==> src/rtl/icache_direct.sv <==
// Direct-mapped, read-only instruction cache.
// Same-cycle hits; single-word fill over iREN/iwait on a miss.
module icache_direct #(
    parameter int SETS  = 16,
    parameter int IDX_W = $clog2(SETS),
    parameter int TAG_W = 30 - IDX_W
) (
    input  logic        CLK,
    input  logic        nRST,
    input  logic        imemREN,
    input  logic [31:0] imemaddr,
    output logic        ihit,
    output logic [31:0] imemload,
    output logic        iREN,
    output logic [31:0] iaddr,
    input  logic        iwait,
    input  logic [31:0] iload
);

    typedef enum logic {IDLE, FILL} state_t;

    state_t state, state_n;

    logic [SETS-1:0]  valid;
    logic [TAG_W-1:0] tags [SETS];
    logic [31:0]      data [SETS];

    logic [29:0]      faddr;
    logic [IDX_W-1:0] fidx;
    logic [TAG_W-1:0] ftag;

    logic [IDX_W-1:0] idx;
    logic [TAG_W-1:0] tag;
    logic             hit;
    logic             capture;
    logic             done;
    logic             unused_lsb;

    assign idx  = imemaddr[1+IDX_W:2];
    assign tag  = imemaddr[31:2+IDX_W];
    assign fidx = faddr[IDX_W-1:0];
    assign ftag = faddr[29:IDX_W];

    assign unused_lsb = ^imemaddr[1:0];

    assign hit = (state == IDLE) && imemREN && valid[idx]
                 && (tags[idx] == tag);

    // Next state and handshake outputs; fill address is held in FILL.
    always_comb begin
        state_n  = state;
        capture  = 1'b0;
        done     = 1'b0;
        ihit     = 1'b0;
        imemload = 32'h0;
        iREN     = 1'b0;
        iaddr    = 32'h0;
        unique case (state)
            IDLE: begin
                if (hit) begin
                    ihit     = 1'b1;
                    imemload = data[idx];
                end else if (imemREN) begin
                    capture = 1'b1;
                    state_n = FILL;
                end
            end
            FILL: begin
                iREN  = 1'b1;
                iaddr = {faddr, 2'b00};
                if (!iwait) begin
                    done    = 1'b1;
                    state_n = IDLE;
                end
            end
            default: state_n = IDLE;
        endcase
    end

    // State register; reset abandons any fill in progress.
    always_ff @(posedge CLK or negedge nRST) begin
        if (!nRST) state <= IDLE;
        else       state <= state_n;
    end

    // Fill address captured on the missing request.
    always_ff @(posedge CLK or negedge nRST) begin
        if (!nRST)        faddr <= '0;
        else if (capture) faddr <= imemaddr[31:2];
    end

    // Valid bits: cleared by reset, set when a fill completes.
    always_ff @(posedge CLK or negedge nRST) begin
        if (!nRST)     valid       <= '0;
        else if (done) valid[fidx] <= 1'b1;
    end

    // Tag and data arrays are not reset; valid guards them.
    always_ff @(posedge CLK) begin
        if (done) begin
            tags[fidx] <= ftag;
            data[fidx] <= iload;
        end
    end

endmodule
==> config.mk <==
export PLATFORM = sky130hd
export DESIGN_NAME = icache_direct
export DESIGN_NICKNAME = d
export VERILOG_FILES = /design/src/rtl/icache_direct.sv
export SDC_FILE = /design/constraint.sdc
export NUM_CORES = 1
export LEC_CHECK = 0
export BUFFER_PORTS_ARGS = -buffer_cell sky130_fd_sc_hd__buf_2
export CAP_MARGIN = 20
export CORE_MARGIN = 5
export CORE_UTILIZATION = 45
export CTS_CLUSTER_DIAMETER = 150
export DETAILED_ROUTE_END_ITERATION = 16
export SLEW_MARGIN = 30
export SYNTH_ARGS = -nofsm -noshare
export SYNTH_HDL_FRONTEND = slang
export SYNTH_SLANG_ARGS = --single-unit
==> constraint.sdc <==
create_clock -name CLK -period 4.9 [get_ports CLK]
set_input_delay 0.98 -clock CLK [delete_from_list [all_inputs] [get_ports CLK]]
set_output_delay 0.98 -clock CLK [all_outputs]
set_load 0.03 [all_outputs]
After elaboration in Yosys (flattened, before gate mapping)
Memory sizes are Yosys's and may differ from the RTL's.
Cells that the tools add are included.
{"block": "totals", "regBits": 47, "mem_bits_rw": 928, "out_inout_bits": 66, "elab_cells": 34, "n_memories": 2}
{"block": "classes", "magnitude_cmp": 3, "n_eq_ne": 1, "n_mux": 19, "bitwise_logic": 2, "n_reduce_logical": 4}
{"memory": "data", "words": 16, "word_bits": 32, "rd": 1, "rd_clocked_by_memory_dff": 0, "write_ports": 1, "line_no": "26", "source": "logic [31:0] data [SETS];"}
{"memory": "tags", "words": 16, "word_bits": 26, "rd": 1, "rd_clocked_by_memory_dff": 0, "write_ports": 1, "line_no": "25", "source": "logic [TAG_W-1:0] tags [SETS];"}
{"op": "32-bit two-way mux", "n": 3}
{"op": "26-bit equality test", "n": 1}
{"op": "16-bit OR", "n": 1}
{"op": "1-bit two-way mux", "n": 13}
{"op": "4-bit by 5-bit < comparator with 1-bit output (second input constant)", "n": 2}
{"op": "1-bit binary-select mux with 4-bit select", "n": 1}
{"op": "1-bit demux with 4-bit select", "n": 1}
{"op": "4-bit by 1-bit greater-or-equal comparator with 1-bit output (second input constant)", "n": 1}
{"op": "1-bit logical AND", "n": 4}
{"op": "1-bit one-hot mux with 2 select lines", "n": 1}
{"op": "1-bit inverter", "n": 1}

Depth between registers and ports, before layout
Gate-level depths: netlist of the first run.
{"block": "depth", "word_depth": 6, "depth_mapped": 13, "depth_no_buf": 8}

Worst setup path before layout of the first run
No wires, ideal clock.
{"block": "synth_timing", "kind": "input to register", "start": "in iwait", "end": "reg valid[0]", "setup_ps": 89, "arrival_time_ps": 5966, "setup_slack_ps": -1155, "path_stages": 4, "cell_sequence": "nand2b_1 -> or3_1 -> nor3_1 -> or2_2"}
{"block": "synth_via", "elab_chain_cells": 2}
{"element": "start: declaration", "line_no": "16", "source": "input logic iwait,"}
{"element": "1-bit two-way mux", "line_no": "71", "source": "if (!iwait) begin"}
{"element": "1-bit two-way mux", "line_no": "58", "source": "unique case (state)"}
{"element": "end signal: assignment", "line_no": "94", "source": "if (!nRST) valid <= '0;"}
{"element": "end signal: indexed assignment", "line_no": "95", "source": "else if (done) valid[fidx] <= 1'b1;"}
{"element": "end: declaration", "line_no": "24", "source": "logic [SETS-1:0] valid;"}
Every way passes these cells.
A chain may end at the register's enable or synchronous reset.

Final worst setup path of the first run
{"block": "layout_timing", "start": "in imemaddr[2]", "end": "out imemload[25]"}
{"block": "layout_via", "elab_chain_cells": 6, "elab_cells_between_ends": 9}
{"element": "start: declaration", "line_no": "11", "source": "input logic [31:0] imemaddr,"}
{"element": "branches (longest 4 deep; another with memory read 16 x 26 bit)"}
{"element": "32-bit two-way mux (*)", "line_no": "60", "source": "if (hit) begin"}
{"element": "32-bit two-way mux (*)", "line_no": "58"}
{"element": "end: declaration", "line_no": "13", "source": "output logic [31:0] imemload,"}
Mark *: on every way between the ends. The select of a mux whose other input is x is not followed.

==> results of run 1 <==
[layout make-up]
cell class / instances / area, sq um / area share
Tap cell: 1134 / 1419 / 0.03187
Multi-Input combinational cell: 644 / 8896 / 0.1998
Timing Repair Buffer: 253 / 2052 / 0.04609
Clock inverter: 50 / 483.0 / 0.01085
Inverter: 7 / 27.53 / 0.0006182
Antenna cell: 7 / 17.52 / 0.0003934
Clock buffer: 128 / 2585 / 0.05806
Sequential cell: 975 / 29040 / 0.6523
[how the worst min path moves through the flow]
stage,slack (ps),start,endpoint
after global routing,440,nRST,faddr[25]$_DFFE_PN0P_
after CTS,400,nRST,faddr[11]$_DFFE_PN0P_
after detailed placement,450,valid[8]$_DFFE_PN0P_,valid[8]$_DFFE_PN0P_
after floorplan,430,valid[11]$_DFFE_PN0P_,valid[11]$_DFFE_PN0P_
final,400,nRST,faddr[21]$_DFFE_PN0P_
after global placement,450,valid[11]$_DFFE_PN0P_,valid[11]$_DFFE_PN0P_
[critical path, delay by kind of cell]
kind	cells	cell delay [ps]
xor gates and xnor gates	1	340
muxes	2	670
AOI/OAI and AO/OA	1	220
and+or+nand+nor	4	680
buffers and inverters	5	880
[repair_timing]
| action | in CTS | in global routing |
|---|---|---|
| gates cloned | 3 | 0 |
| pin swaps | 3 | 7 |
| setup buffers | 1 | 16 |
| hold endpoints to repair | 0 | 0 |
| endpoints found under the setup margin | 33 | 33 |
| resized for setup | 27 | 25 |
[logic make-up (layout without fill, tap and decap cells)]
family          Yosys count  in the layout  share of synthesized area
flops                   975            975                     0.7597
xor+xnor                 27             27                   0.006186
compound gates           78             78                    0.01542
other cells               1              9                 0.00009809
mux                     356            356                     0.1777
simple gates            181            181                    0.02713
buf+inv                  97            438                    0.01378
[power by group]
| part | internal, W | total, W | switching [W] |
|---|---|---|---|
| clock network | 0.00405 | 0.00715 | 0.00310 |
| registers | 0.00964 | 0.00996 | 0.000323 |
| logic | 0.000660 | 0.00150 | 0.000835 |
| total | 0.0144 | 0.0186 | 0.00426 |
[state kept, by name, indices dropped and copies added (netlist names)]
register,cells
state,1
faddr,30
data,512
valid,16
tags,416
[layer usage]
layer  vias to the layer above  part of all wire  wire length, microns
met5                         -           0.00045                    41
met4                         6             0.025                  2272
met3                       140             0.067                  6196
met2                       624              0.48                 43790
met1                      9916              0.43                 39650
li1                       7714                 -                     -
[cells in the final DEF, fill, tap and decap left out, types with 21 or more instances in the layout]
master / n
and2_1: 34
buf_12: 21
buf_2: 110
buf_4: 111
clkbuf_1: 28
clkbuf_16: 98
dfrtp_1: 46
edfxtp_1: 928
mux2_4: 29
mux2i_1: 64
mux4_2: 245
nor2b_1: 33
[synth_stat cells, drive strengths merged, types with 3 or more instances]
cell type / n
nand4: 6
nor3b: 4
o21ai: 9
a221oi: 3
and3: 3
xnor2: 11
mux4: 245
nor4: 3
mux2i: 67
mux2: 44
xor2: 16
o2111ai: 4
edfxtp: 928
a21oi: 7
nand2: 20
a32oi: 3
a31oi: 4
a211oi: 6
o211ai: 3
and2: 34
o22ai: 8
buf: 55
nor2: 22
nor3: 11
clkbuf: 35
a22oi: 12
nor2b: 40
inv: 7
or2: 20
nand2b: 8
dfrtp: 47
nand3: 3
[per-stage QoR]
stage | util | power, W | std cells | setup slack, ps
global placement | 0.4887 | 0.01155 | 2993 | -133.8
global route | 0.5302 | 0.01927 | 3192 | -13.40
detailed placement | 0.4887 | 0.01161 | 2993 | -307.6
floorplan | - | 0.01094 | 1716 | 200.3
finish | 0.5303 | 0.01861 | 3198 | 103.9
CTS | 0.5275 | 0.01875 | 3175 | 4.185
==> run summary, run 1 <==
The sequential element share of the synthesized area was 0.7597; the synthesis-to-layout area growth was 16.47%. Summed over all instances, the cell type with the most area after synthesis is edfxtp_1. The initial core utilization came out at 0.4554. Final cell area excluding filler cells: 44,520 sq um. For the worst-skew pair, the clock arrives at the later sink with an insertion delay of 670 ps. The synthesized netlist cell count was 1,715. From bottom edge to top edge, the die measures 301.5 microns.

The detailed-route vias per instance was 5.754; the final wirelength was 91,950 microns. In this run the deepest clock path goes through 3 buffers. The met1 track utilization from global routing was 0.3004. Hold repair after CTS inserted 0 buffers. For the max-cap violation count, the log shows 0.

The cell type of the slowest stage on the worst timing path is mux4_2. The clock-pin slew on the worst setup and hold paths was 60 ps. The global routing met2 resource utilization is 0.3173. Startpoint of the lowest-slack register-to-register path: tags[12][4]$_DFFE_PP_. The met3 routing resource usage after global routing is 0.03578, and the total placed instance area is 41,030 sq um.

Entering global routing, the biggest net connects 69 pins. The final weighted congestion in routability-driven placement was 0.8660. The number of antenna violations at the first check in global routing is 11, and the fraction of synthesized cell area taken by the top area cell type is 0.7289. The setup slack of the worst register-to-register path was 1800 ps; the synthesized area divided by synthesized cell count was 22.29 sq um.

Class of the tightest hold or removal check: in2async. The via count of the first global-routing pass came out at 19,070. The layout cell share with drive strength beyond 1 is 0.3583, and the row count is 106. The sum of negative setup slack was 0 ps; the total of flip-flops plus latches after synthesis was 975. In this run the cell area of the synthesized design comes to 38,230 sq um.

The post-route antenna net violation count was 0; the minimum period implied by the final worst setup slack was 4796 ps. The worst ir drop on vdd was 0.0003136 V. In this run the tool buffered the top-level ports with 129 buffer cells. For the pin with the worst max-slew slack, the measured transition is 1008 ps. The total power divided by cell area came out at 417.9 nW/um^2.

The path depth of the worst reg2reg path is 10. Detailed placement finished with a half-perimeter wire length of 48,720 microns. During synthesis, Yosys emitted a total of 0 warnings. The flow ran to the end, and the final reports show no timing, DRC or antenna violations.

The logs give 0.3279 for the worst slew slack as a fraction of its limit and 34.16 ps for the worst clock skew. The worst setup path is launched from an input pin. The tools report the via count of the routed design as 18,400. The maximum fanout count along the critical path came out at 17.

In this design, the stage delay of the slowest critical-path cell is 490 ps. The total global routing overflow is 0. The floorplan step set the die width to 301.5 microns.

The count of H-tree levels built during CTS came out at 3. In this run the critical register-to-register path is captured at faddr[18]$_DFFE_PN0P_. The run gives 401.2 ps as the worst hold-check slack.

Based on the critical path, the design can be clocked at up to 208.5 MHz. The number of enable-type register cells in the synthesized netlist is 928. The final setup violation count came out at 0. The final number of hold-violating endpoints was 0; the layout filler cell count was 6,502. The share of synthesized registers carrying an async set or reset is 0.04821, and the combined global-route utilization of all metal layers is 0.2030. The data arrival time of the worst path was 3820 ps; the core footprint was 83,950 sq um. For this run, design rule violations remaining after detail routing come to 0. Iteration-0 DRC count of the detailed router: 1,802.

Data on the critical path is required at its endpoint by 3920 ps. The most used routing layer in global routing is met2. The share of the clock period used by the worst path is 0.9788. The number of iterations in the first detailed-routing pass was 5; the number of buffers created by CTS was 98.

The final count of pins violating max slew was 0. The most critical setup path has its endpoint at imemload[25]. By area the synthesized netlist is led by edfxtp_1, mux4_2, dfrtp_1. The final net count is 2,047. Dividing the detail-routed wire length by the instance count gives 28.75 microns.

The CTS root buffer is clkbuf_16. The analysis attributes to cell leakage a power of 14.69 nW. In this run the worst setup path begins at imemaddr[2]. Counting every sink on the clock net gives 975.

The type of destination of the critical path is an output pin. The die covers 90,880 sq um. The run gives 133,400 microns as the global-route wire length before repair. The critical path goes through buf_16, buf_4, mux4_2, mux2i_1, xor2_1, nand4_1, o21ai_1, nor3b_2, nand4_1, buf_4, buf_12, nor2b_1, buf_2.

134 I/O pins were placed. TritonCTS built the clock tree. Flip-flop cell with the highest count after synthesis: edfxtp_1.

The setup path with the least slack is of type in2out. After synthesis, the netlist uses 60 different library cells.
Note: power is estimated with default switching activity, not from simulation.
==> run 2: changes to the inputs <==
Settings changed: CORE_UTILIZATION 45 to 30.
==> run 2 against run 1 <==
  * Sequential share of layout area is 1.8 points lower
  * Register-to-register slack lost 170 ps
  * Sequential power about the same
  * Combinational power up 3%
  * Critical path type unchanged
  * Via count increased by 2.2%
  * Worst setup slack worse by 60 ps
  * Global-route usage shrank 6.1 points
  * Routed wire length is 5.7% higher
==> run summary, run 2 (synthesis gave the netlist of run 1 again) <==
The flow ran to the end, and the final reports show no timing, DRC or antenna violations. The run gives 19.09 ps as the worst clock skew. The first detailed-routing pass ran for 5 iterations. The clock reaches the later pin of the worst-skew pair after 660 ps. The logs give 0.8489 for the final weighted congestion in routability-driven placement and 0.0003245 V for the worst ir drop on vdd.

At the worst endpoint, the arrival time is 3880 ps. The critical path is of the in2out type. Summed over all cells, the static leakage comes to 14.99 nW. The layout has 11,430 filler cells.

The tools report the row count as 131. The worst setup path is captured at an output pin. The die is 367.0 microns tall. From left edge to right edge, the die measures 367.0 microns. TritonCTS built the clock tree. The finished cells cover 45,800 sq um. For the max-cap violation count, the log shows 0. Final setup violation count: 0. Share of the clock period used by the worst path: 0.9911. Entering global routing, the biggest net connects 60 pins. The wire-length estimate of the detail-placed layout is 55,950 microns. The path depth of the worst reg2reg path is 10. The register with the most flip-flops in the layout has 512 of them. Number of buffers on the longest clock path: 3. For this run, the top clock speed supported by timing is 205.9 MHz.

The root buffer cell chosen for the clock tree is clkbuf_16. The H-tree generated during clock tree synthesis spans 3 levels. The largest registers in the layout are data (512), tags (416), faddr (30). For the pin with the worst max-slew slack, the measured transition is 986.8 ps. In this run the standard cell core region covers 127,000 sq um. The worst hold-check slack was 463.8 ps. Summed over all layers, the global routing overflow is 0.

The endpoint identified for the worst register-to-register timing path is faddr[21]$_DFFE_PN0P_. Leaving out fill and tap cells, the most frequent cell in the layout is edfxtp_1. For the count of unresolved DRC violations after routing, the log shows 0. The detailed-route vias per instance was 5.010.

During I/O placement, the number of pins put on the boundary was 134. The tools report the number of buffers created by CTS as 94. The maximum fanout count along the critical path was 11.

The run gives 3920 ps as the worst path required time. The die covers 134,700 sq um. From synthesis to final layout, the design area changed by 19.81%.

The routed layout has 18,810 vias. The final core utilization is 0.3606, and the average wire length per cell after detail routing is 25.89 microns. Type of origin of the critical path: an input pin.

The detailed router finished its first iteration with 1,751 violations. For this block, the routed nets add up to 97,170 microns of wire. The combined global-route utilization of all metal layers is 0.1418, and the worst slew slack as a fraction of its limit is 0.3421. The clock net sink count is 975, and the layout cell share with drive strength beyond 1 is 0.3809.

The global-route wire length before repair was 140,800 microns; the count of buffers from port buffering was 129. In this run the worst hold path is classified as in2async. In the final timing run, aggregate negative setup slack is 0 ps. Once detail routing completed, the nets flagged for antenna violations numbered 0. The via count of the first global-routing pass is 19,580. The net count of the finished layout is 2,075. Total power divided by cell area: 417.1 nW/um^2. For the setup slack of the worst register-to-register path, the log shows 1630 ps. The routed design could run at a clock period as short as 4856 ps. The final number of hold-violating endpoints is 0. The run gives 17 as the number of antenna violations at the first check in global routing. The initial core utilization came out at 0.3010. The final count of pins violating max slew is 0. More flip-flops sit in one register than any other, and that register is data. The worst register-to-register path begins at tags[7][15]$_DFFE_PP_. The clock-pin slew on the worst setup and hold paths was 60 ps. In the layout the commonest cells are edfxtp_1, mux4_2, buf_4. Summing all placed instances gives a cell area of 41,990 sq um.
==> run 2: layout make-up <==
class / instances / area [sq um] / share of cell area
Sequential cell: 975 / 29040 / 0.6341
Clock buffer: 115 / 2545 / 0.05556
Antenna cell: 5 / 12.51 / 0.0002732
Multi-Input combinational cell: 644 / 8981 / 0.1961
Timing Repair Buffer: 285 / 2375 / 0.05185
Tap cell: 1662 / 2079 / 0.04540
Inverter: 7 / 27.53 / 0.0006010
Clock inverter: 61 / 738.2 / 0.01612
==> run 2: worst max-delay path, cell delays in order <==
cell	delay (ps)
bufbuf_16	300
mux4_2	520
o21ai_1	310
o2111ai_2	190
a2111oi_2	410
and3_1	220
nand4_1	80
buf_4	190
buf_12	160
nor2b_1	110
buf_4	180
clkbuf_4	210
==> run 2: power by group <==
part | switching, W | internal [W] | total [W]
logic | 0.000861 | 0.000684 | 0.00155
clock network | 0.00309 | 0.00451 | 0.00759
registers | 0.000328 | 0.00964 | 0.00997
==> run 2: metal layers <==
layer,up-vias,share of wire,track usage,routed length (microns)
met2,694,0.47,0.2272,46150
met4,8,0.020,0.03068,1947
met1,10190,0.43,0.1992,41790
met3,142,0.075,0.03213,7255
li1,7769,-,-,-
met5,-,0.00036,0,35
==> run 2: metrics by stage <==
| step | instances | worst slack [ps] | power, W |
|---|---|---|---|
| after floorplan | 1716 | 200.3 | 0.01094 |
| after global placement | 3563 | -376.9 | 0.01159 |
| after detailed placement | 3563 | -446.1 | 0.01166 |
| after CTS | 3741 | -1.029 | 0.01925 |
| after global routing | 3749 | -60.07 | 0.01978 |
| final | 3754 | 43.76 | 0.01910 |
==> run 2: what timing repair did <==
| item | 4_1_cts | 5_1_grt |
|---|---|---|
| buffers inserted | 0 | 6 |
| resized for setup | 21 | 89 |
| pin swaps | 2 | 9 |
| setup endpoints to repair | 33 | 31 |
| cloned | 2 | 2 |
| hold buffers | 0 | 0 |
==> run 2: how the worst max path moves through the flow <==
stage	to	start	cells after the start	slack (ps)
3_3_place_gp	imemload[10]	imemaddr[3]	13	-380
6_report	imemload[31]	imemaddr[2]	12	40
2_1_floorplan	imemload[12]	imemaddr[2]	12	200
5_1_grt	imemload[0]	imemaddr[2]	14	-60
4_1_cts	imemload[10]	imemaddr[2]	13	-1
3_5_place_dp	imemload[10]	imemaddr[3]	13	-450
